<file path="src/rtl/tone_sequencer.sv">
// -----------------------------------------------------------------------------
// tone_sequencer
//
// Purpose:
//   Steps through one of three note tunes (game, win, lose) held in an
//   external note ROM. The game tune loops for as long as the game runs; the
//   win and lose tunes play once, then the sequencer falls silent and pulses
//   done. Any change on the state input restarts sequencing from the first
//   note of the newly selected tune.
//
// Parameters:
//   BEAT_DIV  clock cycles per note beat (2 .. 2^24-1)
//   GAME_LEN  notes in the game tune      (1 .. 64)
//   WIN_LEN   notes in the win tune       (1 .. 64)
//   LOSE_LEN  notes in the lose tune      (1 .. 64)
//
// Ports:
//   clk        in   1  system clock, rising edge
//   rst_n      in   1  synchronous active-low reset
//   state      in   2  game state: 00 idle, 01 game, 10 win, 11 lose
//   note_addr  out  8  note ROM address (game 0.., win 64.., lose 128..)
//   play       out  1  speaker enable, high while a tune is sounding
//   tune_sel   out  2  active tune: 00 none, 01 game, 10 win, 11 lose
//   done       out  1  single-cycle pulse when a win/lose tune completes
// -----------------------------------------------------------------------------
module tone_sequencer #(
  parameter int BEAT_DIV = 12_500_000,
  parameter int GAME_LEN = 64,
  parameter int WIN_LEN  = 32,
  parameter int LOSE_LEN = 32
) (
  input  logic       clk,
  input  logic       rst_n,
  input  logic [1:0] state,
  output logic [7:0] note_addr,
  output logic       play,
  output logic [1:0] tune_sel,
  output logic       done
);

  typedef enum logic [2:0] {
    SILENT   = 3'd0,
    GAME     = 3'd1,
    WIN      = 3'd2,
    LOSE     = 3'd3,
    FINISHED = 3'd4
  } fsm_t;

  localparam logic [23:0] BEAT_LAST = 24'(BEAT_DIV - 1);
  localparam logic [5:0]  GAME_LAST = 6'(GAME_LEN - 1);
  localparam logic [5:0]  WIN_LAST  = 6'(WIN_LEN - 1);
  localparam logic [5:0]  LOSE_LAST = 6'(LOSE_LEN - 1);

  localparam logic [7:0] GAME_BASE = 8'd0;
  localparam logic [7:0] WIN_BASE  = 8'd64;
  localparam logic [7:0] LOSE_BASE = 8'd128;

  fsm_t        fsm;
  logic [1:0]  state_q;
  logic [5:0]  index;
  logic [23:0] beat;

  logic        change;
  logic        sounding;
  logic        tick;
  logic        last_note;
  logic [5:0]  tune_last;
  fsm_t        target;

  // A state change is judged against the previous cycle's state, so the
  // first cycle out of reset with state != 00 restarts sequencing.
  assign change   = (state != state_q);
  assign sounding = (fsm == GAME) || (fsm == WIN) || (fsm == LOSE);
  assign tick     = sounding && (beat == BEAT_LAST);

  always_comb begin
    tune_last = GAME_LAST;
    case (fsm)
      WIN:     tune_last = WIN_LAST;
      LOSE:    tune_last = LOSE_LAST;
      default: tune_last = GAME_LAST;
    endcase
  end

  assign last_note = (index == tune_last);

  always_comb begin
    target = SILENT;
    case (state)
      2'b00:   target = SILENT;
      2'b01:   target = GAME;
      2'b10:   target = WIN;
      default: target = LOSE;
    endcase
  end

  always_ff @(posedge clk) begin
    if (!rst_n) begin
      fsm       <= SILENT;
      state_q   <= 2'b00;
      index     <= 6'd0;
      beat      <= 24'd0;
      note_addr <= 8'd0;
      play      <= 1'b0;
      tune_sel  <= 2'b00;
      done      <= 1'b0;
    end else begin
      state_q <= state;
      done    <= 1'b0;

      // Outputs follow the FSM/index as they stood before this edge, which
      // gives the two-cycle input-to-output latency.
      case (fsm)
        GAME: begin
          note_addr <= GAME_BASE + {2'b00, index};
          play      <= 1'b1;
          tune_sel  <= 2'b01;
        end
        WIN: begin
          note_addr <= WIN_BASE + {2'b00, index};
          play      <= 1'b1;
          tune_sel  <= 2'b10;
        end
        LOSE: begin
          note_addr <= LOSE_BASE + {2'b00, index};
          play      <= 1'b1;
          tune_sel  <= 2'b11;
        end
        default: begin
          note_addr <= 8'd0;
          play      <= 1'b0;
          tune_sel  <= 2'b00;
        end
      endcase

      // A change outranks a coincident tick, so an interrupted win/lose
      // tune never reports done.
      if (change) begin
        fsm   <= target;
        index <= 6'd0;
        beat  <= 24'd0;
      end else if (sounding) begin
        beat <= tick ? 24'd0 : beat + 24'd1;
        if (tick) begin
          if (last_note) begin
            index <= 6'd0;
            if (fsm != GAME) begin
              fsm  <= FINISHED;
              done <= 1'b1;
            end
          end else begin
            index <= index + 6'd1;
          end
        end
      end else begin
        // SILENT and FINISHED park here until the state input moves.
        beat  <= 24'd0;
        index <= 6'd0;
      end
    end
  end

endmodule
</file>
<file path="config.mk">
export PLATFORM = sky130hd
export DESIGN_NAME = tone_sequencer
export DESIGN_NICKNAME = d
export VERILOG_FILES = /design/src/rtl/tone_sequencer.sv
export SDC_FILE = /design/constraint.sdc
export NUM_CORES = 1
export LEC_CHECK = 0
export CORE_MARGIN = 2
export CORE_UTILIZATION = 64
export CTS_BUF_LIST = sky130_fd_sc_hd__clkbuf_2 sky130_fd_sc_hd__clkbuf_4 sky130_fd_sc_hd__clkbuf_8
export DETAILED_ROUTE_END_ITERATION = 12
export PLACE_DENSITY_LB_ADDON = 0.25
export SETUP_SLACK_MARGIN = 0.3
export SLEW_MARGIN = 20
export SYNTH_ARGS = -nofsm -noshare
export SYNTH_HDL_FRONTEND = slang
export SYNTH_SLANG_ARGS = --single-unit
export TNS_END_PERCENT = 100
</file>
<file path="constraint.sdc">
create_clock -name clk -period 4.7 [get_ports clk]
set_input_delay 0.705 -clock clk [delete_from_list [all_inputs] [get_ports clk]]
set_output_delay 0.705 -clock clk [all_outputs]
set_load 0.01 [all_outputs]
</file>
# [Word-level counts from Yosys, hierarchy flattened]
# Cells that the tools add are included.
[op_classes] bitwise_logic=4 n_reduce_logical=14 n_eq_ne=9 mux=12 add_sub_neg=4
[op_table] operator="adder 24 x 1 -> 24 bit, second input constant" n=1
[op_table] operator="equality test 24 bit, second input constant" n=1
[op_table] operator="one-hot mux 8 bit (3 select lines)" n=1
[op_table] operator="2-to-1 mux 3 bit" n=5
[op_table] operator="2-to-1 mux 6 bit" n=2
[op_table] operator="one-hot mux 2 bit (3 select lines)" n=2
[op_table] operator="adder 7 x 6 -> 8 bit, first input constant" n=1
[op_table] operator="adder 8 x 6 -> 8 bit, first input constant" n=1
[op_table] operator="nonzero test 2 bit" n=4
[op_table] operator="adder 6 x 1 -> 6 bit, second input constant" n=1
[op_table] operator="equality test 3 x 2 -> 1 bit, second input constant" n=2
[op_table] operator="equality test 6 bit" n=1
[op_table] operator="OR reduction 3 bit" n=2
[op_table] operator="OR reduction 5 bit" n=1
[op_table] operator="inverter 1 bit" n=4
[op_table] operator="AND reduction 4 bit" n=1
[op_table] operator="OR reduction 4 bit" n=1
[op_table] operator="equality test 3 x 1 -> 1 bit, second input constant" n=1
[op_table] operator="!= test 3 x 1 -> 1 bit, second input constant" n=1
[op_table] operator="equality test 2 x 1 -> 1 bit, second input constant" n=1
[op_table] operator="equality test 2 bit, second input constant" n=1
[op_table] operator="logical NOT 2 bit" n=1
[op_table] operator="logical OR 1 bit" n=2
[op_table] operator="2-to-1 mux 1 bit" n=2
[op_table] operator="3 further kinds" n=3
[word_totals] output_inout_bits=12 word_cells=51 register_bits=47 inputBits=4

# [Longest topological paths before layout]
# Gate-level depths: netlist of the first run.
[logic_depth] word_depth=8 depth_mapped=8 mapped_depth_nobuf=6

# [Worst setup path before layout of the first run]
# Ideal clock, no wire load.
[synth_timing] kind="flip-flop to flip-flop" startpoint="reg beat[22]" endpoint="reg index[5]" path_slack_ns=2.760 stages_incl_launch_ff=7 required_ns=4.626 arrival_time_ns=1.866 path_buffers=1 setup_ns=0.074 period_less_slack_ns=1.940 cell_sequence="dfxtp_1 > nor4b_2 > nand4_1 > or3_1 > buf_2 > or4b_1 > a21oi_1"
[synth_via] elab_chain_cells=2
[synth_lines] element="start, declared" line_no="61" source="logic [23:0] beat;"
[synth_lines] element="start signal, assigned" line_no="143" source="beat <= tick ? 24'd0 : beat + 24'd1;"
[synth_lines] element="equality test 24 bit" line_no="74" source="assign tick = sounding && (beat == BEAT_LAST);"
[synth_lines] element="logical AND 1 bit" line_no="74"
[synth_lines] element="end signal, assigned" line_no="152" source="index <= index + 6'd1;"
[synth_lines] element="end, declared" line_no="60" source="logic [5:0] index;"
# Every way passes these cells.
# A chain may end at the register's enable or synchronous reset.

# [Final worst setup path of the first run]
[layout_timing] startpoint="reg fsm[0]" endpoint="reg beat[19]"
[layout_via] elab_chain_cells=5 word_cells_on_any_way=8 cone_classes="3 x eq/ne; 1 x bitwise; 4 x reduce/logical"
[layout_lines] element="start, declared" line_no="58" source="fsm_t fsm;"
[layout_lines] element="start signal, assigned" line_no="139" source="fsm <= target;"
[layout_lines] element="equality test 3 x 1 -> 1 bit or equality test 3 x 2 -> 1 bit (tied branches)" line_no="73" source="assign sounding = (fsm == GAME) || (fsm == WIN) || (fsm == LOSE);"
[layout_lines] element="logical OR 1 bit" line_no="73"
[layout_lines] element="logical OR 1 bit *" line_no="73"
[layout_lines] element="logical AND 1 bit or inverter 1 bit (tied branches)"
[layout_lines] element="OR reduction 4 bit (no line) *"
# Mark *: on every way between the ends. The rest lies on a longest branch, timed or not.

==> run_results.csv, run 1 <==
group,metric,value,unit
die,die_area,3460,um^2
sta,timing_hold_violations_final,0,
layout,instances_no_fill,258,
hold_path,min_path_type,"reg -> reg",
clocking,cts_repair_resize_count,0,
layout,antenna_cells_inserted,0,
clocking,cts.repair_timing.setup_buffer_count,0,
route,detail_route.drc_violations,3,
route,via_total_after_detailed_routing,1515,
clocking,postCtsHoldBufs,0,
job,max_capacitance_violation_total,0,
route,detail_route.wirelength,3400,um
synth,yosysWarnings,0,
clocking,clk-insertion-delay-late,380,ps
synth,synthFlopType,"sky130_fd_sc_hd__dfxtp_1",
grt,antenna_found_initial,0,
sta,period_minus_slack,2380,ps
layout,fillers,213,
placed_design,gp_routability_congestion,0.818,
synth,synth-seq-cells,47,
grt,grt_start_max_net_pins,25,
sta,slew_headroom,0.352,
critical_path,r2r.worst_path.cells,5,
synth,number_of_flops_mapped_to_enable_cells_by_yosys,0,
synth,synth_async_sr_flop_share,0,
power,sw_frac_of_total,0.214,
power,power_report.internal_total,543,uW
critical_path,timing.critical_path.arrival,2620,ps
clocking,cts_htree_levels,2,
placed_design,numPlacedInstances,250,
critical_path,crit_path_max_fanout,24,
sta,setup-violations-final,0,
grt,first_global_vias,1419,
power,p_comb_frac,0.043,
critical_path,timing.critical_path.slowest_cell_delay,700,ps
clocking,cts.clk_slew.worst_paths,140,ps
synth,synth_fp_nets,215,
clocking,clock-root-buffer,"sky130_fd_sc_hd__clkbuf_4",
route,antenna_violating_nets_post_route,0,
layout,footprint_of_the_multi_input_gates,938,um^2
layout,layout.cells.most_common_list,"sky130_fd_sc_hd__dfxtp_1, sky130_fd_sc_hd__nor2_1, sky130_fd_sc_hd__xor2_1",
layout,post_route_cells_drive_above_1_share,0.0529,
synth,post-synth-top-area-fraction,0.490,
clocking,number_of_buffers_added_by_the_clock_tree_synthesis_step,5,
grt,global_route.overflow_total,0,
power,ir_drop,239,uV
die,pin_count,16,
route,drt-vias-per-instance,5.87,
placed_design,portBuffers,15,
critical_path,timing.critical_path.to_type,"register",
placed_design,place.detailed.hpwl,2470,um
layout,layout.cells.most_common,"sky130_fd_sc_hd__dfxtp_1",
synth,mappedNetlistArea,1920,um^2
sta,final_max_slew_violation_count,0,
critical_path,startpoint_type,"register",
die,core_area,2810,um^2
synth,postSynthCellCount,209,
power,leakagePower,0.000753,uW
die,die_width,58.8,um
synth,synth_top_cell_by_area,"sky130_fd_sc_hd__dfxtp_1",
clocking,tritoncts_clock_tree,"built",
critical_path,critical-path-slowest-cell,"sky130_fd_sc_hd__or2b_1",
route,drt-wirelength-per-cell,13.2,um
die,start_util,0.685,
power,seqPwrFrac,0.590,
layout,finalNetCount,232,
synth,netlist_cell_types,33,
grt,groute.usage.overall,0.221,
critical_path,critical_path.reg2reg.startpoint,"fsm[0]",
critical_path,crit_path_cell_trace,"o21ba_2, nand4_1, or3_1, or2b_1, nor2_1",
die,row_count,19,
synth,synth_area_leaders,"sky130_fd_sc_hd__dfxtp_1, sky130_fd_sc_hd__xor2_1, sky130_fd_sc_hd__nor2_1, sky130_fd_sc_hd__xnor2_1, sky130_fd_sc_hd__nand3_1",
route,detail_route.first_pass.iterations,8,
clocking,clock_tree.buffer_depth,2,
critical_path,worstPathRequired,4930,ps
sta,setup-tns-final,0,ps
power,totalPowerFinal,690,uW
outcome,outcome,"complete, but fails checks",
power,clockPowerShare,0.366,
grt,grt_pass1_wl,5800,um
layout,seqCellArea,941,um^2
critical_path,timing_worst_setup_path_type,"reg -> reg",
power,power_per_cell_area,318,nW/um^2
sta,fmax,420,MHz
sta,timing_worst_slew_pin_value,963,ps
critical_path,startpoint,"fsm[0]",
sta,unrepaired_setup_endpoints_after_global_routing,"false",
die,dieHeight,58.8,um
outcome,failed_checks,"DRC",
hold_path,min_from,"beat[0]",
route,drt_iter0_drc,71,
synth,synth-seq-area-share,0.490,
hold_path,min_delay_path_depth,1,
synth,syn_avg_cell_area,9.19,um^2
sta,fin_skew,14.2,ps
clocking,clock_sink_count,47,
sta,period_share,0.507,
power,total_switching_power,148,uW
layout,layout_overhead_on_the_synthesized_area,13.2,%
==> cell usage after synthesis, drive strengths merged (3+ instances only) <==
master and instances:
buf 3, nor2 28, a21oi 9, and2 9, and3 10, xor2 16
inv 5, dfxtp 47, nand3 14, xnor2 9, and4 5, nand2 13
nor3 3, o21ai 4, nand4 8
==> final timing paths <==
check	slack, ps	endpoint
worst max-delay path	2320	beat[19]
worst min register to register	490	beat[0]
worst min-delay path	490	beat[0]
worst max register to register	2320	beat[19]
==> worst max-delay path: cells and delay by family, from the launching register on <==
family / cells / cell delay (ps)
AOI/OAI and AO/OA: 1 / 270
and+or+nand+nor: 4 / 1540
DFF: 1 / 420
==> per-stage QoR <==
stage / setup slack, ps / hold slack (ps) / util / instance area (um^2)
final: 2320 / 493 / 0.775 / 2170
after global routing: 2140 / 536 / 0.775 / 2170
after detailed placement: 1990 / 467 / 0.744 / 2090
after floorplan: 2760 / 441 / - / 1920
after CTS: 2310 / 497 / 0.775 / 2170
after global placement: 2140 / 460 / 0.744 / 2090
==> flip-flops by register name, indices dropped and copies added (netlist names) <==
name,count
beat,24
done,1
fsm,3
index,6
note_addr,8
play,1
state_q,2
tune_sel,2
==> cells by family (layout without fill, tap and decap cells) <==
group	count (synthesis)	in the layout	synth area share
compound gates	17	17	0.0502
xor+xnor	25	25	0.114
fa+ha+maj	2	2	0.0130
buf+inv	10	28	0.0215
flops	47	47	0.490
simple gates	108	108	0.311
==> power groups by stage <==
stage / logic (uW) / registers (uW) / clock network (uW)
after floorplan: 16.9 / 417 / 0
after global placement: 28.3 / 416 / 0
after detailed placement: 29.8 / 416 / 0
after CTS: 30.0 / 407 / 254
after global routing: 32.9 / 408 / 272
final: 30.0 / 407 / 253
==> layout make-up <==
type,instances,share of cell area
Timing Repair Buffer,15,0.0691
Clock buffer,6,0.0236
Clock inverter,2,0.0161
Multi-Input combinational cell,152,0.432
Tap cell,31,0.0178
Inverter,5,0.00864
Sequential cell,47,0.433
==> metal layers <==
metal | track usage | up-vias | wire, um
met4 | 0.107 | 0 | 70
li1 | - | 756 | -
met2 | 0.375 | 40 | 1680
met3 | 0.0857 | 12 | 196
met1 | 0.241 | 707 | 1460
met5 | 0 | - | 0
No activity file was read; power rests on OpenSTA's default activity.
==> run 2, diff against run 1 <==
--- a/config.mk
+++ b/config.mk
@@ -6,7 +6,7 @@
 export NUM_CORES = 1
 export LEC_CHECK = 0
 export CORE_MARGIN = 2
-export CORE_UTILIZATION = 64
+export CORE_UTILIZATION = 53
 export CTS_BUF_LIST = sky130_fd_sc_hd__clkbuf_2 sky130_fd_sc_hd__clkbuf_4 sky130_fd_sc_hd__clkbuf_8
 export DETAILED_ROUTE_END_ITERATION = 12
 export PLACE_DENSITY_LB_ADDON = 0.25
==> constraint.sdc (replaced) <==
create_clock -name clk -period 1.95 [get_ports clk]
set_input_delay 0.2925 -clock clk [delete_from_list [all_inputs] [get_ports clk]]
set_output_delay 0.2925 -clock clk [all_outputs]
set_load 0.01 [all_outputs]
==> run_results.csv, run 2 (synthesized netlist as in run 1, its figures left out) <==
group,metric,value,unit
outcome,outcome,"completed",
sta,period_share,0.971,
layout,largest_reg_flops,24,
route,drt_iter0_drc,94,
job,max_capacitance_violation_total,0,
critical_path,startpoint_type,"register",
die,die_width,64.2,um
layout,final_core_utilization,0.785,
clocking,clock_tree.buffer_depth,2,
clocking,clock-root-buffer,"sky130_fd_sc_hd__clkbuf_4",
clocking,clock_sink_count,47,
die,dieHeight,64.2,um
sta,timing_worst_slew_pin_value,469,ps
layout,finalNetCount,268,
layout,antenna_cells_inserted,0,
grt,grt_pass1_wl,7090,um
layout,layout.cells.most_common_list,"sky130_fd_sc_hd__dfxtp_1, sky130_fd_sc_hd__buf_4, sky130_fd_sc_hd__nor2_2",
layout,reg_top3,"beat (24), note_addr (8), index (6)",
critical_path,worstPathRequired,2260,ps
layout,layout.cells.most_common,"sky130_fd_sc_hd__dfxtp_1",
grt,antenna_found_initial,0,
grt,groute.usage.overall,0.218,
critical_path,crit_path_cell_trace,"nor4b_2, nand4_1, or3_4, or4b_1, a21oi_1",
layout,largest-register,"beat",
sta,final_hold_slack,524,ps
layout,fillers,213,
route,via_total_after_detailed_routing,1681,
placed_design,place_area,2310,um^2
route,drt-wirelength-per-cell,14.8,um
power,leakagePower,0.000982,uW
sta,final.setup.worst_slack,57.5,ps
grt,first_global_vias,1616,
grt,grt_start_max_net_pins,15,
sta,fin_skew,15.8,ps
route,detail_route.first_pass.iterations,5,
die,core_area,3420,um^2
die,start_util,0.562,
placed_design,gp_routability_congestion,0.823,
critical_path,critical-path-slowest-cell,"sky130_fd_sc_hd__or4b_1",
clocking,number_of_buffers_added_by_the_clock_tree_synthesis_step,5,
sta,unrepaired_setup_endpoints_after_global_routing,"true",
critical_path,timing_worst_setup_path_type,"reg -> reg",
sta,final_max_slew_violation_count,0,
placed_design,portBuffers,15,
die,die_area,4120,um^2
power,ir_drop,454,uV
layout,layout_overhead_on_the_synthesized_area,39.7,%
critical_path,timing.critical_path.to_type,"register",
grt,global_route.overflow_total,0,
placed_design,post-place-ws,-12.5,ps
clocking,clk-insertion-delay-late,360,ps
power,power_per_cell_area,579,nW/um^2
sta,setup-tns-final,0,ps
route,antenna_violating_nets_post_route,0,
clocking,tritoncts_clock_tree,"built",
die,pin_count,16,
sta,slew_headroom,0.685,
hold_path,min_path_type,"reg -> reg",
critical_path,timing.critical_path.arrival,2200,ps
clocking,postCtsHoldBufs,0,
sta,setup-violations-final,0,
placed_design,place.detailed.hpwl,2620,um
route,detail_route.drc_violations,0,
sta,period_minus_slack,1890,ps
critical_path,timing.critical_path.slowest_cell_delay,470,ps
route,detail_route.wirelength,4580,um
die,row_count,21,
layout,post_route_cells_drive_above_1_share,0.369,
route,drt-vias-per-instance,5.44,
critical_path,crit_path_max_fanout,7,
layout,layout.cell_area.non_filler,2680,um^2
sta,fmax,528,MHz
clocking,cts_htree_levels,2,
sta,timing_hold_violations_final,0,
clocking,cts.clk_slew.worst_paths,140,ps
## run 2: cell count changes in the layout (fill, tap and decap cells not counted), moves of 3 or more
cell / before / now
sky130_fd_sc_hd__buf_4: 0 / 30
sky130_fd_sc_hd__dfxtp_2: 0 / 10
sky130_fd_sc_hd__a21oi_1: 9 / 6
sky130_fd_sc_hd__nor2_2: 0 / 19
sky130_fd_sc_hd__dfxtp_1: 47 / 36
sky130_fd_sc_hd__nor2_1: 28 / 6
sky130_fd_sc_hd__a21oi_2: 0 / 3
sky130_fd_sc_hd__nor2_4: 0 / 3
## run 2: final timing paths
kind	from	end	slack, ps	cells after the start
worst max-delay path	beat[7]	index[5]	60	5
worst min-delay path	index[1]	index[1]	520	2
worst max register to register	beat[7]	index[5]	60	5
worst min register to register	index[1]	index[1]	520	2
## run 2: where the power goes
| part | internal, uW | switching (uW) | leakage (uW) | total (uW) |
|---|---|---|---|---|
| sequential | 972 | 5.74 | 0.000386 | 977 |
| combinational | 73.2 | 60.8 | 0.000561 | 134 |
| clock | 135 | 306 | 0.0000347 | 441 |
| total | 1180 | 372 | 0.000982 | 1550 |
## run 2: final cells by class
class,instances,area [um^2],share of cell area
Multi-Input combinational cell,152,1090,0.406
Sequential cell,47,957,0.357
Timing Repair Buffer,51,507,0.189
Tap cell,46,57.6,0.0215
Clock buffer,5,37.5,0.0140
Inverter,5,18.8,0.00700
Clock inverter,3,15.0,0.00560
## run 2: what timing repair did
item | CTS | global route
buffers inserted | 5 | 4
pin swaps | 5 | 10
hold endpoints to repair | 0 | 0
endpoints found under the setup margin | 31 | 33
gates cloned | 2 | 1
gates resized for setup | 15 | 44
## run 2: per-stage QoR
stage	power, uW	instances
after detailed placement	1100	289
after CTS	1550	304
after global routing	1600	309
after global placement	1100	289
final	1550	309
after floorplan	1050	209
## run 2: worst max-delay path: cells and delay by family, from the launching register on
kind / cells / cell delay [ps]
flip-flops: 1 / 350
AO/OA/AOI/OAI: 1 / 130
AND/OR/NAND/NOR: 4 / 1370
## run 2: per-layer routing
| metal | part of all wire | track usage |
|---|---|---|
| met1 | 0.45 | 0.274 |
| met2 | 0.50 | 0.366 |
| met3 | 0.029 | 0.0493 |
| met4 | 0.018 | 0.0824 |
| met5 | 0 | 0 |
==> run 3, diff against run 2 <==
--- a/config.mk
+++ b/config.mk
@@ -11,7 +11,7 @@
 export DETAILED_ROUTE_END_ITERATION = 12
 export PLACE_DENSITY_LB_ADDON = 0.25
 export SETUP_SLACK_MARGIN = 0.3
-export SLEW_MARGIN = 20
+export SKIP_CTS_REPAIR_TIMING = 1
 export SYNTH_ARGS = -nofsm -noshare
 export SYNTH_HDL_FRONTEND = slang
 export SYNTH_SLANG_ARGS = --single-unit
==> run_results.csv, run 3 (synthesized netlist as in run 1, its figures left out) <==
group,metric,value,unit
route,detail_route.wirelength,3650,um
die,pin_count,16,
die,dieHeight,64.2,um
route,detail_route.wirelength.met1,1810,um
sta,fmax,522,MHz
power,ir_drop,497,uV
route,routed_length_on_met3,132,um
power,seqPwrFrac,0.646,
layout,layout.cells.most_common_list,"sky130_fd_sc_hd__dfxtp_1, sky130_fd_sc_hd__nor2_1, sky130_fd_sc_hd__buf_4",
grt,first_global_vias,1504,
route,detail_route.drc_violations,0,
route,drt_iter0_drc,90,
route,drt-vias-per-instance,5.20,
grt,groute.usage.overall,0.191,
layout,antenna_cells_inserted,0,
layout,reg_top3,"beat (24), note_addr (8), index (6)",
clocking,number_of_buffers_added_by_the_clock_tree_synthesis_step,5,
critical_path,worstPathRequired,2250,ps
clocking,clock_tree.buffer_depth,2,
sta,timing_hold_violations_final,0,
sta,fin_skew,4.89,ps
layout,layout_overhead_on_the_synthesized_area,26.0,%
die,die_area,4120,um^2
critical_path,setup.reg_to_reg.worst_slack,30,ps
grt,grt_start_max_net_pins,25,
critical_path,timing_worst_setup_path_type,"reg -> reg",
sta,timing_worst_slew_pin_value,375,ps
critical_path,timing.critical_path.arrival,2220,ps
layout,post_route_cells_drive_above_1_share,0.201,
power,power_report.internal_total,1160,uW
sta,slew_headroom,0.749,
power,p_comb_frac,0.067,
job,max_capacitance_violation_total,0,
sta,period_share,0.983,
route,drt-wirelength-per-cell,12.2,um
power,sw_frac_of_total,0.233,
placed_design,portBuffers,15,
die,core_area,3420,um^2
hold_path,min_from,"index[5]",
clocking,clock_sink_count,47,
sta,unrepaired_setup_endpoints_after_global_routing,"true",
sta,final.setup.worst_slack,33.1,ps
die,start_util,0.562,
critical_path,timing.critical_path.to_type,"register",
layout,seqCellArea,948,um^2
clocking,cts.clk_slew.worst_paths,130,ps
power,clockPowerShare,0.287,
clocking,cts_htree_levels,2,
critical_path,critical_path.reg2reg.startpoint,"beat[8]",
route,detail_route.first_pass.iterations,4,
power,totalPowerFinal,1510,uW
placed_design,place.detailed.hpwl,2620,um
route,via_total_after_detailed_routing,1561,
clocking,clk-insertion-delay-late,350,ps
grt,grt_pass1_wl,6270,um
route,wl_met2,1630,um
layout,footprint_of_the_multi_input_gates,977,um^2
critical_path,crit_path_max_fanout,7,
grt,antenna_found_initial,0,
power,power_per_cell_area,626,nW/um^2
route,highest-signal-layer,"met4",
outcome,outcome,"completed",
sta,final_hold_slack,529,ps
clocking,clock-root-buffer,"sky130_fd_sc_hd__clkbuf_4",
critical_path,startpoint_type,"register",
placed_design,gp_routability_congestion,0.823,
critical_path,startpoint,"beat[8]",
grt,global_route.overflow_total,0,
die,row_count,21,
power,leakagePower,0.000892,uW
power,total_switching_power,353,uW
layout,finalNetCount,259,
hold_path,min_path_type,"reg -> reg",
route,antenna_violating_nets_post_route,0,
layout,layout.cells.most_common,"sky130_fd_sc_hd__dfxtp_1",
clocking,tritoncts_clock_tree,"built",
sta,setup-violations-final,0,
sta,period_minus_slack,1920,ps
layout,largest-register,"beat",
die,die_width,64.2,um
sta,final_max_slew_violation_count,0,
placed_design,post-place-ws,-12.5,ps
layout,largest_reg_flops,24,
layout,fillers,286,
==> run 3: changes by cell type in the layout (fill, tap and decap cells not counted), sizes merged <==
cell    change
buf         -8
clkbuf      -1
==> run 3: cell type report <==
class,instances,share of cell area
timing repair buffer,42,0.151
clock inverter,3,0.00620
sequential,47,0.392
tap,46,0.0238
clock buffer,5,0.0155
multi-input combinational,152,0.404
inverter,5,0.00776
==> run 3: layer usage <==
layer / vias up / global-route usage
met3: 11 / 0.0458
met2: 31 / 0.306
met5: - / 0
met1: 707 / 0.249
met4: 0 / 0.0745
li1: 812 / -
==> run 3: critical path, stage by stage, from the launching register on <==
cell                      delay (ps)
sky130_fd_sc_hd__dfxtp_2         360
sky130_fd_sc_hd__nor4b_2         290
sky130_fd_sc_hd__nand4_1         170
sky130_fd_sc_hd__or3_4           450
sky130_fd_sc_hd__or4b_1          470
sky130_fd_sc_hd__a21oi_1         130
==> run 3: power by group through the flow <==
| stage | Combinational [uW] | Sequential, uW | Clock (uW) |
|---|---|---|---|
| floorplan | 47.6 | 1010 | 0 |
| global placement | 101 | 1000 | 0 |
| detailed placement | 101 | 1000 | 0 |
| CTS | 102 | 979 | 448 |
| global route | 112 | 981 | 482 |
| finish | 102 | 979 | 434 |
==> run 3: final timing paths <==
kind              cells past startpoint           end
hold / removal                        1  note_addr[5]
hold reg to reg                       1  note_addr[5]
setup reg to reg                      5      index[5]
setup / recovery                      5      index[5]
==> run 3: through the flow <==
step	std cells	instance area, um^2	setup TNS (ps)	utilization
2_1_floorplan	209	1960	0	-
3_3_place_gp	289	2310	0	0.675
3_5_place_dp	289	2310	-12.5	0.675
4_1_cts	297	2360	-39.5	0.691
5_1_grt	300	2420	-8.14	0.708
6_report	300	2420	0	0.708
